==> src/rtl/systolic_data_feeder.sv <==
// Issues consecutive unified_buffer row reads and skews the returned rows
// into a diagonal wavefront for the systolic array.
module systolic_data_feeder #(
    parameter int MATRIX_WIDTH    = 4,
    parameter int UB_READ_LATENCY = 3,
    parameter int ROW_CNT_WIDTH   = 16,
    parameter int ADDR_WIDTH      = 8
) (
    input  logic                         clk,
    input  logic                         rst,
    input  logic                         enable,
    input  logic                         cmd_valid,
    output logic                         cmd_ready,
    input  logic [ADDR_WIDTH-1:0]        cmd_addr,
    input  logic [ROW_CNT_WIDTH-1:0]     cmd_rows,
    output logic [ADDR_WIDTH-1:0]        ub_addr,
    output logic                         ub_en,
    input  logic [MATRIX_WIDTH-1:0][7:0] ub_read_port,
    output logic [MATRIX_WIDTH-1:0][7:0] sds_data,
    output logic [MATRIX_WIDTH-1:0]      sds_valid,
    output logic                         busy,
    output logic                         done
);

    typedef enum logic [1:0] {IDLE, ISSUE, DRAIN} state_t;

    localparam int DRAIN_CYC = UB_READ_LATENCY + MATRIX_WIDTH - 1;
    localparam int DW        = $clog2(DRAIN_CYC);

    state_t                     state;
    logic [ROW_CNT_WIDTH-1:0]   left;
    logic [DW-1:0]              drain_cnt;
    logic [UB_READ_LATENCY-1:0] lat_pipe;
    logic                       tail;

    assign tail = lat_pipe[UB_READ_LATENCY-1];

    always_ff @(posedge clk) begin
        if (rst) begin
            state     <= IDLE;
            cmd_ready <= 1'b1;
            busy      <= 1'b0;
            done      <= 1'b0;
            ub_en     <= 1'b0;
            ub_addr   <= '0;
            left      <= '0;
            drain_cnt <= '0;
            lat_pipe  <= '0;
        end else if (enable) begin
            lat_pipe[0] <= ub_en;
            for (int k = 1; k < UB_READ_LATENCY; k++) begin
                lat_pipe[k] <= lat_pipe[k-1];
            end
            done <= 1'b0;
            unique case (state)
                IDLE: begin
                    if (cmd_valid) begin
                        if (cmd_rows == '0) begin
                            done <= 1'b1;
                        end else begin
                            state     <= ISSUE;
                            cmd_ready <= 1'b0;
                            busy      <= 1'b1;
                            ub_en     <= 1'b1;
                            ub_addr   <= cmd_addr;
                            left      <= cmd_rows - 1'b1;
                        end
                    end
                end
                ISSUE: begin
                    if (left != '0) begin
                        ub_addr <= ub_addr + 1'b1;
                        left    <= left - 1'b1;
                    end else begin
                        ub_en     <= 1'b0;
                        state     <= DRAIN;
                        drain_cnt <= DW'(DRAIN_CYC - 1);
                    end
                end
                DRAIN: begin
                    // Counts down exactly until the last column leaves the skew stage
                    if (drain_cnt == '0) begin
                        state     <= IDLE;
                        busy      <= 1'b0;
                        cmd_ready <= 1'b1;
                        done      <= 1'b1;
                    end else begin
                        drain_cnt <= drain_cnt - 1'b1;
                    end
                end
                default: state <= IDLE;
            endcase
        end
    end

    // Column 0 is presented the cycle the buffer data arrives
    assign sds_valid[0] = tail;
    assign sds_data[0]  = tail ? ub_read_port[0] : 8'h00;

    for (genvar j = 1; j < MATRIX_WIDTH; j++) begin : g_col
        logic [j-1:0]      v;
        logic [j-1:0][7:0] d;

        always_ff @(posedge clk) begin
            if (rst) begin
                v <= '0;
                d <= '0;
            end else if (enable) begin
                v[0] <= tail;
                d[0] <= tail ? ub_read_port[j] : 8'h00;
                for (int k = 1; k < j; k++) begin
                    v[k] <= v[k-1];
                    d[k] <= d[k-1];
                end
            end
        end

        assign sds_valid[j] = v[j-1];
        assign sds_data[j]  = d[j-1];
    end

endmodule

==> config.mk <==
export PLATFORM = sky130hd
export DESIGN_NAME = systolic_data_feeder
export DESIGN_NICKNAME = d
export VERILOG_FILES = /design/src/rtl/systolic_data_feeder.sv
export SDC_FILE = /design/constraint.sdc
export NUM_CORES = 1
export LEC_CHECK = 0
export CORE_MARGIN = 2
export CORE_UTILIZATION = 40
export DETAILED_ROUTE_END_ITERATION = 10
export GPL_ROUTABILITY_DRIVEN = 0
export PLACE_DENSITY = 0.71
export RECOVER_POWER = 50
export SYNTH_ARGS = -nofsm -noshare
export SYNTH_HDL_FRONTEND = slang
export SYNTH_SLANG_ARGS = --single-unit
==> constraint.sdc <==
create_clock -name clk -period 2.7 [get_ports clk]
set_clock_uncertainty 0.05 [all_clocks]
set_input_delay 0.27 -clock clk [delete_from_list [all_inputs] [get_ports clk]]
set_output_delay 0.27 -clock clk [all_outputs]
set_load 0.05 [all_outputs]
==> results.md <==
- PostCTS Resize Cnt: 0
- Met1 GRT Util: 26.34%
- Cell Pwr Density: ~490 nW/um^2
- Initial Util: between 40% and 50%
- Dpl cells: 762
- Core ar.: approximately 11,000 sq um
- Final antenna-violating net count: 0
- Finish-stage setup viols: 0
- Crit path max-delay family: multiplexers
- Iteration-0 DRC Markers: 233
- Worst Reg2Reg Path Length in Cells: 8
- Run status: finished, final reports clean
- Std-Cell Rows: 38
- Slew Limit Fails: 0
- CTS buffer count: 9
- Ports: 108
- Slew headroom: 30.32%
- Flop and latch count out of synthesis: 87
- Final Instance Area: 5839 sq um
- Post-synth net total: 590
- H-tree depth: 3
- CP Cell Sequence: nand2b_1 -> buf_4 -> mux2i_1 -> nor3_2 -> buf_4 -> and3_1 -> o32ai_1 -> a21oi_1
- Post-route DRC violation count: 0
- CP Buf/Inv Count: 2
- Placed Area: between 5000 and 6000 sq um
- Largest net degree at the start of global routing: 36
- Maximum VDD drop: 306.0 uV
- Top cell type's share of synthesized area: 39.64%
- Sequential-to-total area share from yosys stat: 39.64%
- Count of cell types in the netlist: between 60 and 70
- WL/cell: 15.21 microns
- CP Max Fanout: 10
- Routed wire length: ~12,000 microns
- RSZ-0062 raised after global routing: no
- Largest family of logic cells by synthesized area: simple AND/OR/NAND/NOR gates
- Slowest cell on the critical path: mux2i_1
- Hold Vio Cnt, Final: 0
- Critical path depth in cells: 8
- End point of the critical path: left[10]
- Mux contribution to synthesized area: under 10%
- Reg2Reg Setup Slack: 0.22 ns
- Compound-Gate Fraction of Synth Area: 19.90%
- Fmax: 403.8 MHz
- Synth async-reset ratio: 0%
- Average via count per standard cell: 5.414
- Reg clk slew, reported paths: 0.10 ns
- Primary FF master, synth: dfxtp_1
- Drt pass-1 iters: 4
- Slew @ Worst Pin: between 1 and 1.5 ns
- DP Wirelength: 8703 microns
- Routed via count: approximately 4,200
- IO Port Bufs: approximately 110
- Simple-gate share of the synthesized area: 22.15%
- Min Clock Period, post-route: 2.476 ns
- Height of the die: between 100 and 150 microns
- CTS tree: built
- Skew-Pair Late Insertion Delay: around 0.36 ns
- GR Util All Layers: 20.65%
- Core Util, Final: 54.10%
- Reg-to-Reg End: left[10]
- HP Class: in -> reg
- Sum Neg Setup Slack: 0 ns
- Avg Cell Area, Syn: 8.354 sq um
- Clock sink count: 87
- Count of flip-flops with a built-in enable after synthesis: 0
- Xor and xnor area share after synthesis: 0.7973%
- Synthesized cell area: 4394 sq um
- WP data required: 2.88 ns
- Area leader, netlist: dfxtp_1
- GRT met2 Usage: 32.72%
- Fraction of the cycle the final worst path needs: 91.72%
- Setup crit start: state[1]
- Total design power: 2866 uW
- Setup CP Type: reg -> reg
- Met3 Use GR: 7.173%
- Total global routing overflow: 0
- Share of cells above drive strength 1: 10.82%
- Top cells by area, synth: dfxtp_1, mux2i_1, nor2_1
- Leakage Power: 0.002315 uW
- Synth Area in Adders: between 1 and 1.5%
- Hold Crit Depth: 2
- Antenna cells: 0
- First-pass GRT wire length: 19,460 microns
- Post-CTS Setup Inserts: 0
- Total die area: 11,840 sq um
- Synth warnings: 0
- Final Non-Filler Cells: just under 800
- Cts hold-fix bufs: 0
- Startpoint Class: flip-flop
- Clock buffer depth: 2
- Nets@finish: 697
- Most Crowded Layer GR: met2
- Reg2reg start: state[1]
- Max cap viols: 0
- Root buffer cell: clkbuf_8
- Critical Path End Type: flip-flop
- Initial antenna violation count: 0
- Critical Path Max Stage Delay: ~0.70 ns
- Synthesized instance count: 526
- Crit path DAT: 2.66 ns
- Most used cell, CP: buf_4
- Area delta synth->final: 32.89%
- Vias in the first global route: 4,130
- Die extent in x: about 110 microns
## synth_stat cells (all sizes together) (2+ instances only)
library cell  instances
a211oi                4
a21o                  3
a21oi                21
a221oi                2
a22o                  7
a22oi                28
a311oi                2
a31oi                10
and2                 12
and3                  6
buf                  27
clkbuf               24
dfxtp                87
ha                    4
inv                   8
mux2i                38
nand2                41
nand3                 8
nand3b                2
nand4                 5
nor2                 99
nor2b                 5
nor3                 10
nor4                  4
o2111ai               2
o211ai                2
o21a                  3
o21ai                24
o21bai                2
o2bb2ai               2
o31ai                 3
o32ai                 2
or2                   2
or3                   5
or4                   4
xnor2                 3
## layer usage
layer,up-vias,share of wire (%)
met5,-,0
met4,0,1.2
met3,16,9.9
met2,183,46
met1,1938,42
li1,2075,-
## kinds of logic (layout without fill, tap and decap cells)
family | after synthesis | count (layout)
simple gates | 207 | 207
compound gates | 126 | 126
flops | 87 | 87
buf+inv | 59 | 171
mux | 39 | 39
fa+ha+maj | 4 | 4
xor+xnor | 4 | 4
## power breakdown
group          total [uW]  leakage (uW)  switching [uW]  internal (uW)
sequential           1360      0.000705            39.9           1320
combinational         636       0.00152             353            284
clock                 868     0.0000899             497            371
## worst register-to-register path, delay by kind of cell, from the launching register on
family,cells,cell delay [ns]
AND/OR/NAND/NOR,3,0.45
buffers and inverters,2,0.42
AO/OA/AOI/OAI,2,0.40
flip-flops,1,0.33
multiplexers,1,0.70
## final cells by class
type	count	area (sq um)
Timing Repair Buffer	147	1380
Clock inverter	6	50.05
Sequential cell	87	1742
Clock buffer	10	137.6
Fill cell	990	4954
Inverter	8	30.03
Multi-Input combinational cell	380	2325
Tap cell	140	175.2
## through the flow
stage                     hold slack (ns)  setup WS, ns
after floorplan                    0.3641        0.1143
after global placement             0.4239      -0.06353
after detailed placement           0.4307       -0.1220
after CTS                          0.3522        0.2446
after global routing               0.3764      0.008318
final                              0.3772        0.2236
## how the worst min path moves through the flow
stage | startpoint | endpoint | slack, ns
detailed placement | g_col[3].d[8] | sds_data[24] | 0.43
global placement | sds_data[20] | sds_data[20] | 0.42
global route | rst | g_col[3].d[3] | 0.38
floorplan | ub_read_port[8] | g_col[1].d[0] | 0.36
CTS | rst | g_col[3].d[3] | 0.35
finish | rst | sds_data[26] | 0.38
## registers in the layout, summed over array words and instances, names as in the netlist, 2 cells and up
register,cells
g_col.d,32
left,16
sds_data,16
ub_addr,8
drain_cnt,3
g_col.v,3
lat_pipe,3
state,2
## layout by cell type (no fill, tap or decap), drive strengths merged, types with 13 or more instances in the layout
cell           Yosys  routed
nand2             41      41
nor2              99      99
clkdlybuf4s50      0      92
o21ai             24      24
clkbuf            24      13
buf               27      39
a21oi             21      21
mux2i             38      38
a22oi             28      28
dlygate4sd3        0      13
dfxtp             87      87
(Power assumes the default switching activity.)
